## config.mk

```make
export PLATFORM = sky130hd
export DESIGN_NAME = phase_sequencer
export DESIGN_NICKNAME = d
export VERILOG_FILES = /design/src/rtl/legv8_ctrl_pkg.sv /design/src/rtl/sat_counter.sv /design/src/rtl/phase_sequencer.sv
export SDC_FILE = /design/constraint.sdc
export NUM_CORES = 1
export LEC_CHECK = 0
export ABC_CLOCK_PERIOD_IN_PS = 2500
export CAP_MARGIN = 20
export CORE_ASPECT_RATIO = 1.4
export CORE_MARGIN = 3
export CORE_UTILIZATION = 48
export CTS_CLUSTER_DIAMETER = 80
export CTS_CLUSTER_SIZE = 12
export DETAILED_ROUTE_END_ITERATION = 16
export PLACE_DENSITY = 0.77
export SLEW_MARGIN = 20
export SYNTH_ARGS = -nofsm -noshare
export SYNTH_HDL_FRONTEND = slang
export SYNTH_SLANG_ARGS = --single-unit
```

## constraint.sdc

```tcl
create_clock -name clk -period 2.5 [get_ports clk]
set_input_delay 0.25 -clock clk [delete_from_list [all_inputs] [get_ports clk]]
set_output_delay 0.25 -clock clk [all_outputs]
set_load 0.02 [all_outputs]
```

## src/rtl/legv8_ctrl_pkg.sv

```systemverilog
// Shared types and defaults for the LEGv8 phase controller.
package legv8_ctrl_pkg;

  typedef enum logic [2:0] {
    IDLE      = 3'd0,
    FETCH     = 3'd1,
    DECODE    = 3'd2,
    EXECUTE   = 3'd3,
    MEMORY    = 3'd4,
    WRITEBACK = 3'd5,
    HALT      = 3'd6,
    ERROR     = 3'd7
  } phase_e;

  localparam int MEM_TIMEOUT_DEFAULT = 16;

endpackage

```

## src/rtl/sat_counter.sv

```systemverilog
// Up-counter that sticks at all-ones instead of wrapping.
module sat_counter #(
  parameter int W = 32
) (
  input  logic         clk,
  input  logic         rst_n,
  input  logic         inc,
  input  logic         clear,
  output logic [W-1:0] count
);

  logic [W-1:0] count_q;
  logic [W-1:0] count_d;

  always_comb begin
    count_d = count_q;
    if (clear) begin
      count_d = '0;
    end else if (inc && (count_q != '1)) begin
      count_d = count_q + 1'b1;
    end
  end

  always_ff @(posedge clk or negedge rst_n) begin
    if (!rst_n) begin
      count_q <= '0;
    end else begin
      count_q <= count_d;
    end
  end

  assign count = count_q;

endmodule

```

## src/rtl/phase_sequencer.sv

```systemverilog
// Per-phase enable sequencer for the non-pipelined LEGv8 datapath, with
// run/step/halt control, memory-ready timeout and activity counters.
//
// state     | meaning
// IDLE      | waiting for run or step
// FETCH     | instruction memory read
// DECODE    | register read, decode controls latched
// EXECUTE   | ALU / branch adder capture
// MEMORY    | data access, held until mem_ready or timeout
// WRITEBACK | register write, PC update, instruction retires
// HALT      | stopped at an instruction boundary until reset
// ERROR     | memory never answered; stopped until reset
module phase_sequencer
  import legv8_ctrl_pkg::*;
#(
  parameter int MEM_TIMEOUT   = MEM_TIMEOUT_DEFAULT,
  parameter int SKIP_IDLE_MEM = 1,
  parameter int CNT_W         = 32
) (
  input  logic             clk,
  input  logic             reset,
  input  logic             run,
  input  logic             step,
  input  logic             halt_req,
  input  logic             mem_read,
  input  logic             mem_write,
  input  logic             reg_write,
  input  logic             mem_ready,
  output logic [2:0]       phase,
  output logic             fetch_en,
  output logic             decode_en,
  output logic             execute_en,
  output logic             mem_en,
  output logic             writeback_en,
  output logic             pc_en,
  output logic             busy,
  output logic             halted,
  output logic             timeout_err,
  output logic [CNT_W-1:0] cycle_count,
  output logic [CNT_W-1:0] retired_count
);

  localparam int WAIT_W = $clog2(MEM_TIMEOUT + 1);
  localparam logic [WAIT_W-1:0] WAIT_LAST = WAIT_W'(MEM_TIMEOUT - 1);

  phase_e            state_q, state_d;
  logic              mr_q, mr_d;
  logic              mw_q, mw_d;
  logic              rw_q, rw_d;
  logic              halt_q, halt_d;
  logic [WAIT_W-1:0] wait_q, wait_d;
  logic              stop_now;

  always_ff @(posedge clk or negedge reset) begin
    if (!reset) begin
      state_q <= IDLE;
      mr_q    <= 1'b0;
      mw_q    <= 1'b0;
      rw_q    <= 1'b0;
      halt_q  <= 1'b0;
      wait_q  <= '0;
    end else begin
      state_q <= state_d;
      mr_q    <= mr_d;
      mw_q    <= mw_d;
      rw_q    <= rw_d;
      halt_q  <= halt_d;
      wait_q  <= wait_d;
    end
  end

  // A halt request is remembered so it takes effect at the next boundary.
  assign stop_now = halt_req | halt_q;

  always_comb begin
    state_d = state_q;
    mr_d    = mr_q;
    mw_d    = mw_q;
    rw_d    = rw_q;
    halt_d  = stop_now;
    wait_d  = wait_q;
    case (state_q)
      IDLE: begin
        if (stop_now)         state_d = HALT;
        else if (run || step) state_d = FETCH;
      end
      FETCH: state_d = DECODE;
      DECODE: begin
        mr_d    = mem_read;
        mw_d    = mem_write;
        rw_d    = reg_write;
        state_d = EXECUTE;
      end
      EXECUTE: begin
        wait_d = '0;
        if (!(mr_q || mw_q) && (SKIP_IDLE_MEM != 0)) state_d = WRITEBACK;
        else                                         state_d = MEMORY;
      end
      MEMORY: begin
        if (mem_ready)                state_d = WRITEBACK;
        else if (wait_q == WAIT_LAST) state_d = ERROR;
        else                          wait_d  = wait_q + 1'b1;
      end
      WRITEBACK: begin
        if (stop_now) state_d = HALT;
        else if (run) state_d = FETCH;
        else          state_d = IDLE;
      end
      default: state_d = state_q;
    endcase
  end

  always_comb begin
    fetch_en     = 1'b0;
    decode_en    = 1'b0;
    execute_en   = 1'b0;
    mem_en       = 1'b0;
    writeback_en = 1'b0;
    pc_en        = 1'b0;
    busy         = 1'b0;
    halted       = 1'b0;
    timeout_err  = 1'b0;
    case (state_q)
      FETCH:   begin fetch_en   = 1'b1; busy = 1'b1; end
      DECODE:  begin decode_en  = 1'b1; busy = 1'b1; end
      EXECUTE: begin execute_en = 1'b1; busy = 1'b1; end
      MEMORY:  begin mem_en     = 1'b1; busy = 1'b1; end
      WRITEBACK: begin
        writeback_en = rw_q;
        pc_en        = 1'b1;
        busy         = 1'b1;
      end
      HALT:    halted      = 1'b1;
      ERROR:   timeout_err = 1'b1;
      default: ;
    endcase
  end

  assign phase = state_q;

  sat_counter #(.W(CNT_W)) u_cycle_cnt (
    .clk   (clk),
    .rst_n (reset),
    .inc   (busy),
    .clear (1'b0),
    .count (cycle_count)
  );

  sat_counter #(.W(CNT_W)) u_retired_cnt (
    .clk   (clk),
    .rst_n (reset),
    .inc   (pc_en),
    .clear (1'b0),
    .count (retired_count)
  );

endmodule

```

==> results of run 1 <==
-- critical path: cells and delay by family (launching register included) --
| family | cells | cell delay (ns) |
|---|---|---|
| flops | 1 | 0.46 |
| simple gates | 1 | 0.28 |
| buf+inv | 3 | 0.97 |
-- metrics by stage --
stage / std cells / hold slack [ns] / cell area [um2]
floorplan: 358 / -0.04559 / 3769
detailed placement: 533 / 0.4537 / 4713
CTS: 549 / 0.06900 / 4930
global route: 549 / 0.1058 / 4930
global placement: 533 / 0.4501 / 4713
finish: 549 / 0.03790 / 4930
-- final cells by class --
| class | instances | area [um2] |
|---|---|---|
| fillers | 636 | 2570 |
| flip-flops and latches | 76 | 1903 |
| multi-input cells | 261 | 1773 |
| repair buffers | 90 | 882.1 |
| clock buffers | 11 | 141.4 |
| well taps | 97 | 121.4 |
| clock inverters | 5 | 75.07 |
| inverters | 9 | 33.78 |
-- registers in the layout, summed over array words and instances (netlist names) --
register and count:
halt_q 1, u_retired_cnt.count 32, mw_q 1, u_cycle_cnt.count 32, phase 3, rw_q 1
wait_q 5, mr_q 1
-- layout by cell type, fill, tap and decap left out, types with 7 or more instances in the layout --
master	count
sky130_fd_sc_hd__and2_1	7
sky130_fd_sc_hd__and3_1	17
sky130_fd_sc_hd__buf_4	7
sky130_fd_sc_hd__clkbuf_8	10
sky130_fd_sc_hd__clkdlybuf4s50_1	82
sky130_fd_sc_hd__dfrtp_1	75
sky130_fd_sc_hd__inv_1	8
sky130_fd_sc_hd__nand2_1	27
sky130_fd_sc_hd__nand3_1	27
sky130_fd_sc_hd__nand4_1	28
sky130_fd_sc_hd__nor2_1	25
sky130_fd_sc_hd__nor3_1	10
sky130_fd_sc_hd__xnor2_1	52
sky130_fd_sc_hd__xor2_1	12
-- logic make-up (layout without fill, tap and decap cells) --
logic type | count (synthesis) | count (layout) | share of synthesized area
AOI/OAI and AO/OA | 21 | 21 | 0.04582
xor gates and xnor gates | 64 | 64 | 0.1487
adders and majority gates | 5 | 5 | 0.01660
buffers and inverters | 21 | 115 | 0.02490
DFF | 76 | 76 | 0.5046
muxes | 6 | 6 | 0.01793
and+or+nand+nor | 165 | 165 | 0.2414
-- per-layer routing --
metal  up-vias  GRT usage
met4         0    0.08906
met2        94     0.3346
met5         -          0
met3        12    0.03171
met1      1455     0.2508
li1       1437          -
-- power by group through the flow --
stage	clock (uW)	sequential, uW	combinational (uW)
after floorplan	0	1680	675
after global placement	0	1600	1240
after detailed placement	0	1610	1260
after CTS	1050	1590	1270
after global routing	1100	1630	1360
final	1020	1590	1250
-- repair_timing --
action	CTS	global route
gates resized for setup	2	0
buffers inserted	0	0
setup endpoints to repair	1	0
-- worst min-delay path by stage --
stage / start / end / slack, ns / cells after the start
floorplan: reset / halt_q / -0.05 / 0
global placement: reset / u_retired_cnt.count[4] / 0.45 / 1
detailed placement: reset / u_retired_cnt.count[6] / 0.45 / 1
CTS: reset / u_retired_cnt.count[6] / 0.07 / 1
global route: reset / u_retired_cnt.count[6] / 0.11 / 1
finish: reset / u_retired_cnt.count[6] / 0.04 / 1
==> impl_metrics.sql, run 1 <==
INSERT INTO impl_metrics (metric_group, metric, value, unit) VALUES
('outcome', 'run_status', 'completed', ''),
('pwr', 'cellInternalPower', '2559', 'uW'),
('drt', 'drtPass1Iterations', '4', ''),
('drt', 'drtAntennaViolNets', '0', ''),
('die', 'floorplan_row_count', '37', ''),
('sta', 'clock-skew-final', '0.008827', 'ns'),
('logic_synthesis', 'ys_warn_count', '0', ''),
('logic_synthesis', 'yosysSeqAreaShare', '0.5046', ''),
('sta', 'rsz0062_at_grt', 'false', ''),
('logic_synthesis', 'synth_top_cell_area_share', '0.5046', ''),
('sta', 'timing.final.ws_setup', '0.1975', 'ns'),
('sta', 'max_freq', '434.3', 'MHz'),
('pwr', 'power_density', '785.4', 'nW/um2'),
('logic_synthesis', 'syn_area_per_cell', '10.53', 'um2'),
('clocking', 'cts.hold.buffers_added', '0', ''),
('worst_setup_path', 'cp-start-kind', 'flip-flop', ''),
('logic_synthesis', 'async_flop_share', '1.000', ''),
('pwr', 'power_switching', '1313', 'uW'),
('drt', 'finalWirelength', '8282', 'um'),
('hold_path', 'hold_crit_class', 'input port to async pin', ''),
('finish', 'fin_nets', '461', ''),
('clocking', 'cts_made_buffers', '9', ''),
('clocking', 'tritoncts_clock_tree', 'done', ''),
('pwr', 'power.combinational.fraction', '0.323', ''),
('logic_synthesis', 'yosys.area.top_type', 'sky130_fd_sc_hd__dfrtp_1', ''),
('sta', 'timing_max_transition_violations_final', '0', ''),
('drt', 'wl_per_cell', '15.09', 'um'),
('clocking', 'maximum_level_of_the_cts_h_tree', '3', ''),
('logic_synthesis', 'yosysMostFrequentCell', 'sky130_fd_sc_hd__dfrtp_1', ''),
('die', 'die-area', '8965', 'um2'),
('worst_setup_path', 'slowest_delay', '0.63', 'ns'),
('drt', 'highest_metal_layer_with_signal_wires', 'met4', ''),
('pwr', 'switching_share', '0.3392', ''),
('run', 'timing.max_cap.violations', '0', ''),
('pwr', 'leakagePower', '0.002055', 'uW'),
('logic_synthesis', 'netlist_top_cells_count', 'sky130_fd_sc_hd__dfrtp_1, sky130_fd_sc_hd__xnor2_1, sky130_fd_sc_hd__nand4_1', ''),
('worst_setup_path', 'crit_end', 'decode_en', ''),
('logic_synthesis', 'yosys-top-cells-area', 'sky130_fd_sc_hd__dfrtp_1, sky130_fd_sc_hd__xnor2_1, sky130_fd_sc_hd__nand4_1', ''),
('clocking', 'clkSlewWorstSetupHoldPaths', '0.08', 'ns'),
('place', 'dpl.hpwl', '5932', 'um'),
('logic_synthesis', 'synth-seq-cells', '76', ''),
('grt', 'antenna_violations_before_repair', '0', ''),
('sta', 'setup_total_negative_slack', '0', 'ns'),
('drt', 'drt_iter0_markers', '109', ''),
('worst_setup_path', 'path_cells', 'buf_4, inv_1, and3_1, clkdlybuf4s50_1', ''),
('grt', 'gr-total-overflow', '0', ''),
('die', 'floorplan.die.width', '80.89', 'um'),
('die', 'ios', '85', ''),
('worst_setup_path', 'criticalPathCategory', 'flip-flop to output port', ''),
('drt', 'sum_of_met2_wire_segment_lengths_after_detailed_routing', '4296', 'um'),
('worst_setup_path', 'critical_path_fanout_max', '8', ''),
('clocking', 'ctsLongestPathBuffers', '2', ''),
('pwr', 'power.total', '3872', 'uW'),
('grt', 'grt_max_degree', '77', ''),
('worst_setup_path', 'cell_count_of_the_worst_reg_to_reg_path', '5', ''),
('worst_setup_path', 'regToRegSetupSlack', '0.41', 'ns'),
('grt', 'grt_usage', '0.2006', ''),
('worst_setup_path', 'endpoint_kind', 'output port', ''),
('place', 'placement.setup.worst_slack', '0.3213', 'ns'),
('drt', 'detail_route.wirelength.met1', '3418', 'um'),
('sta', 'tightest_slew', '0.9259', 'ns'),
('pwr', 'pwr-share-seq', '0.412', ''),
('pwr', 'irDropWorstVdd', '0.7649', 'mV'),
('drt', 'via_per_inst', '5.461', ''),
('drt', 'route.detailed.drc', '0', ''),
('logic_synthesis', 'syn-instance-count', '358', ''),
('sta', 'layout_worst_path_cycle_share', '0.9210', ''),
('logic_synthesis', 'post_synth_num_cell_types', '43', ''),
('worst_setup_path', 'worst_ep_arrival_time', '2.05', 'ns'),
('finish', 'fin_util', '0.6573', ''),
('sta', 'timing.final.setup_violations', '0', '');
Power figures use the tool's default switching activity.
==> inputs of run 2 (changes only) <==
ABC_AREA = 1   (was default)
PLACE_DENSITY = 0.73   (was 0.77)
==> run 2 against run 1 <==
Combinational power rose by 30%. Worst hold slack gained 0.038 ns. Synthesized cell count up 120%. Power is 17% higher. Clock power up 35%. Via count increased by 71%. Clock-buffer cell count fell by 1. Flip-flop and latch count unchanged. Non-clock buffer count decreased by 5. Final cell count up 86%. Clock skew fell by 0.0045 ns. Utilization is 4.6 points lower.
==> impl_metrics.sql, run 2 <==
INSERT INTO impl_metrics (metric_group, metric, value, unit) VALUES
('hold_path', 'hold_crit_class', 'input port to async pin', ''),
('grt', 'grt_first_pass_wirelength', '22950', 'um'),
('outcome', 'run_status', 'completed', ''),
('clocking', 'postCtsResizedCells', '0', ''),
('die', 'chipHeight', '128.7', 'um'),
('logic_synthesis', 'yosys-mux-area-fraction', '0', ''),
('pwr', 'power_switching', '1750', 'uW'),
('finish', 'post_route_cells_drive_above_1_share', '0.06795', ''),
('die', 'ios', '85', ''),
('die', 'design.core.area', '10410', 'um2'),
('place', 'dp.cells', '1006', ''),
('worst_setup_path', 'worst_ep_arrival_time', '1.94', 'ns'),
('die', 'initial_utilization', '0.4958', ''),
('drt', 'via_per_inst', '5.016', ''),
('clocking', 'cts.hold.buffers_added', '0', ''),
('sta', 'max-slew-margin-rel', '0.3471', ''),
('grt', 'gr-total-overflow', '0', ''),
('pwr', 'switching_share', '0.3858', ''),
('pwr', 'power_density', '713.5', 'nW/um2'),
('logic_synthesis', 'yosysSeqAreaShare', '0.3687', ''),
('logic_synthesis', 'synth-seq-cells', '76', ''),
('sta', 'setup_total_negative_slack', '0', 'ns'),
('sta', 'layout_worst_path_cycle_share', '0.8769', ''),
('worst_setup_path', 'cp-startpoint', 'phase[0]', ''),
('clocking', 'clock_sink_count', '76', ''),
('pwr', 'power.combinational.fraction', '0.359', ''),
('place', 'dpl.hpwl', '10140', 'um'),
('logic_synthesis', 'async_flop_share', '1.000', ''),
('grt', 'first_global_vias', '5051', ''),
('sta', 'max_freq', '456.1', 'MHz'),
('die', 'floorplan.die.width', '93.62', 'um'),
('sta', 'rsz0062_at_grt', 'false', ''),
('sta', 'final.min_clock_period', '2.192', 'ns'),
('finish', 'diodes', '0', ''),
('logic_synthesis', 'post_synth_num_cell_types', '26', ''),
('finish', 'flow.area_growth_from_synthesis', '23.26', '%'),
('grt', 'grt_usage', '0.2393', ''),
('logic_synthesis', 'net_count_synth', '808', ''),
('drt', 'vias', '5121', ''),
('pwr', 'pwr-share-seq', '0.337', ''),
('worst_setup_path', 'critPathMostFrequentCell', 'sky130_fd_sc_hd__inv_1', ''),
('worst_setup_path', 'critical_path_fanout_max', '9', ''),
('logic_synthesis', 'synth_top_cell_area_share', '0.3687', ''),
('pwr', 'leakagePower', '0.002971', 'uW'),
('clocking', 'postCtsSetupRepairBufs', '0', ''),
('finish', 'fin_util', '0.6111', ''),
('worst_setup_path', 'path_delay_family', 'buffers and inverters', ''),
('run', 'timing.max_cap.violations', '0', ''),
('clocking', 'cts_made_buffers', '9', ''),
('clocking', 'worstSkewPairLatency', '0.34', 'ns'),
('drt', 'drtAntennaViolNets', '0', ''),
('logic_synthesis', 'post_synth_xor_area_fraction', '0.04414', ''),
('drt', 'route.detailed.drc', '0', ''),
('sta', 'hold_violations', '0', ''),
('place', 'gp_routability_congestion', '0.9237', ''),
('finish', 'most_common_cell_after_layout_fill_and_taps_aside', 'sky130_fd_sc_hd__nand2_1', ''),
('grt', 'antenna_violations_before_repair', '0', ''),
('logic_synthesis', 'count_of_flip_flops_with_a_built_in_enable_after_synthesis', '0', ''),
('clocking', 'tritoncts_clock_tree', 'done', ''),
('clocking', 'cts-root-buf', 'sky130_fd_sc_hd__clkbuf_16', ''),
('logic_synthesis', 'yosys-top-cells-area', 'sky130_fd_sc_hd__dfrtp_1, sky130_fd_sc_hd__nand2_1, sky130_fd_sc_hd__nor2_1', ''),
('worst_setup_path', 'cp-start-kind', 'flip-flop', ''),
('sta', 'timing.final.setup_violations', '0', ''),
('logic_synthesis', 'synth_simple_gate_area_frac', '0.4732', ''),
('drt', 'drtPass1Iterations', '5', ''),
('drt', 'drt_iter0_markers', '211', ''),
('finish', 'post_layout_nonfiller_instances', '1021', ''),
('place', 'io_buffers', '84', ''),
('logic_synthesis', 'ys_warn_count', '0', ''),
('finish', 'fin_nets', '893', ''),
('drt', 'wl_per_cell', '13.42', 'um'),
('logic_synthesis', 'synth_top_family_by_area', 'simple AND/OR/NAND/NOR gates', ''),
('clocking', 'clkSlewWorstSetupHoldPaths', '0.06', 'ns'),
('worst_setup_path', 'worstReg2RegStart', 'u_cycle_cnt.count[1]', ''),
('clocking', 'ctsLongestPathBuffers', '2', ''),
('logic_synthesis', 'post_synthesis_instance_area', '5159', 'um2'),
('logic_synthesis', 'yosysMostFrequentCell', 'sky130_fd_sc_hd__nand2_1', ''),
('logic_synthesis', 'syn-instance-count', '794', ''),
('logic_synthesis', 'synth_area_in_adders', '0.01213', ''),
('sta', 'timing_max_transition_violations_final', '0', ''),
('logic_synthesis', 'syn_area_per_cell', '6.497', 'um2'),
('worst_setup_path', 'timing.critical_path.slowest_stage_cell', 'sky130_fd_sc_hd__clkdlybuf4s50_1', ''),
('finish', 'area.sequential', '1902', 'um2'),
('logic_synthesis', 'synth_compound_area_frac', '0.02037', ''),
('worst_setup_path', 'endpoint_kind', 'output port', ''),
('finish', 'multiInputGateArea', '2836', 'um2'),
('clocking', 'maximum_level_of_the_cts_h_tree', '3', ''),
('pwr', 'irDropWorstVdd', '0.4166', 'mV'),
('grt', 'grt_max_degree', '77', ''),
('sta', 'clock-skew-final', '0.004370', 'ns'),
('finish', 'layout_common_cells', 'sky130_fd_sc_hd__nand2_1, sky130_fd_sc_hd__nor2_1, sky130_fd_sc_hd__clkdlybuf4s50_1', ''),
('logic_synthesis', 'yosys.area.top_type', 'sky130_fd_sc_hd__dfrtp_1', ''),
('pwr', 'clock_power_share', '0.304', ''),
('pwr', 'cellInternalPower', '2786', 'uW'),
('drt', 'finalWirelength', '13710', 'um'),
('worst_setup_path', 'slowest_delay', '0.64', 'ns'),
('logic_synthesis', 'netlist_top_cells_count', 'sky130_fd_sc_hd__nand2_1, sky130_fd_sc_hd__nor2_1, sky130_fd_sc_hd__dfrtp_1', ''),
('die', 'die-area', '12040', 'um2'),
('sta', 'fin_worst_hold_slack', '0.07576', 'ns'),
('worst_setup_path', 'timing.critical_path.required', '2.25', 'ns'),
('die', 'floorplan_row_count', '44', ''),
('logic_synthesis', 'synth_top_flop_cell', 'sky130_fd_sc_hd__dfrtp_1', ''),
('worst_setup_path', 'path_cells', 'inv_1, nand3_1, inv_1, clkdlybuf4s50_1', ''),
('finish', 'fillers', '970', ''),
('worst_setup_path', 'worstPathBufferInverterCount', '3', ''),
('sta', 'tightest_slew', '0.9794', 'ns'),
('worst_setup_path', 'criticalPathCategory', 'flip-flop to output port', '');
## run 2: changes by cell type in the layout (fill, tap and decap cells not counted), sizes merged, moves of 6 or more
cell,before,now
inv,9,76
nor3,10,3
nand2,27,404
xnor2,52,12
mux2,6,0
and4,7,0
and2,7,0
o21ai,5,18
nand3,27,47
nor2,25,117
nand4,28,6
and3,18,0
## run 2: area by class of cell
cell class | count | share of cell area
clock buffers | 10 | 0.03601
flip-flops and latches | 76 | 0.2991
repair buffers | 85 | 0.1330
multi-input cells | 631 | 0.4461
clock inverters | 5 | 0.01220
well taps | 138 | 0.02715
inverters | 76 | 0.04644
## run 2: final timing paths
path | endpoint | slack, ns | cells past startpoint
worst max-delay path | mem_en | 0.31 | 4
worst min-delay path | u_cycle_cnt.count[3] | 0.08 | 1
worst max register to register | u_cycle_cnt.count[22] | 0.59 | 10
worst min register to register | mr_q | 0.47 | 2
max in group asynchronous | u_cycle_cnt.count[25] | 1.80 | 1
min in group clk | mw_q | 0.44 | 3
## run 2: cells by family (layout without fill, tap and decap cells)
| kind of cell | Yosys count | after routing |
|---|---|---|
| flops | 76 | 76 |
| compound gates | 21 | 21 |
| xor+xnor | 26 | 26 |
| fa+ha+maj | 5 | 5 |
| simple gates | 579 | 579 |
| buf+inv | 87 | 176 |
## run 2: per-layer routing
metal | up-vias | track usage | share of wire
li1 | 2587 | - | -
met1 | 2331 | 0.2765 | 0.40
met2 | 159 | 0.4166 | 0.51
met3 | 44 | 0.03450 | 0.043
met4 | 0 | 0.1437 | 0.047
met5 | - | 0 | 0
## run 2: stage by stage
stage / power [uW] / setup WS (ns) / area, um2
2_1_floorplan: 2783 / 0.6770 / 5159
3_3_place_gp: 3140 / 0.6689 / 6052
3_5_place_dp: 3188 / 0.6010 / 6052
5_1_grt: 4816 / 0.1876 / 6359
4_1_cts: 4579 / 0.2855 / 6359
6_report: 4537 / 0.3077 / 6359
## run 2: worst reg2reg max path: cells and delay by family, from the launching register on
kind / cells / cell delay, ns
AND/OR/NAND/NOR: 7 / 0.92
flip-flops: 1 / 0.41
buffers and inverters: 2 / 0.24
adder cells (fa/ha/maj): 1 / 0.23
## run 2: power by group through the flow
stage / Sequential [uW] / Clock (uW) / Combinational (uW)
floorplan: 1620 / 0 / 1160
global placement: 1540 / 0 / 1600
detailed placement: 1550 / 0 / 1640
CTS: 1530 / 1400 / 1640
global route: 1560 / 1440 / 1810
finish: 1530 / 1380 / 1630
==> inputs of run 3 (changes only) <==
SLEW_MARGIN = default   (was 20)
TNS_END_PERCENT = 5   (was default)
==> results of run 3 <==
No change in the layout: final DEF, timing and power equal those of run 2.
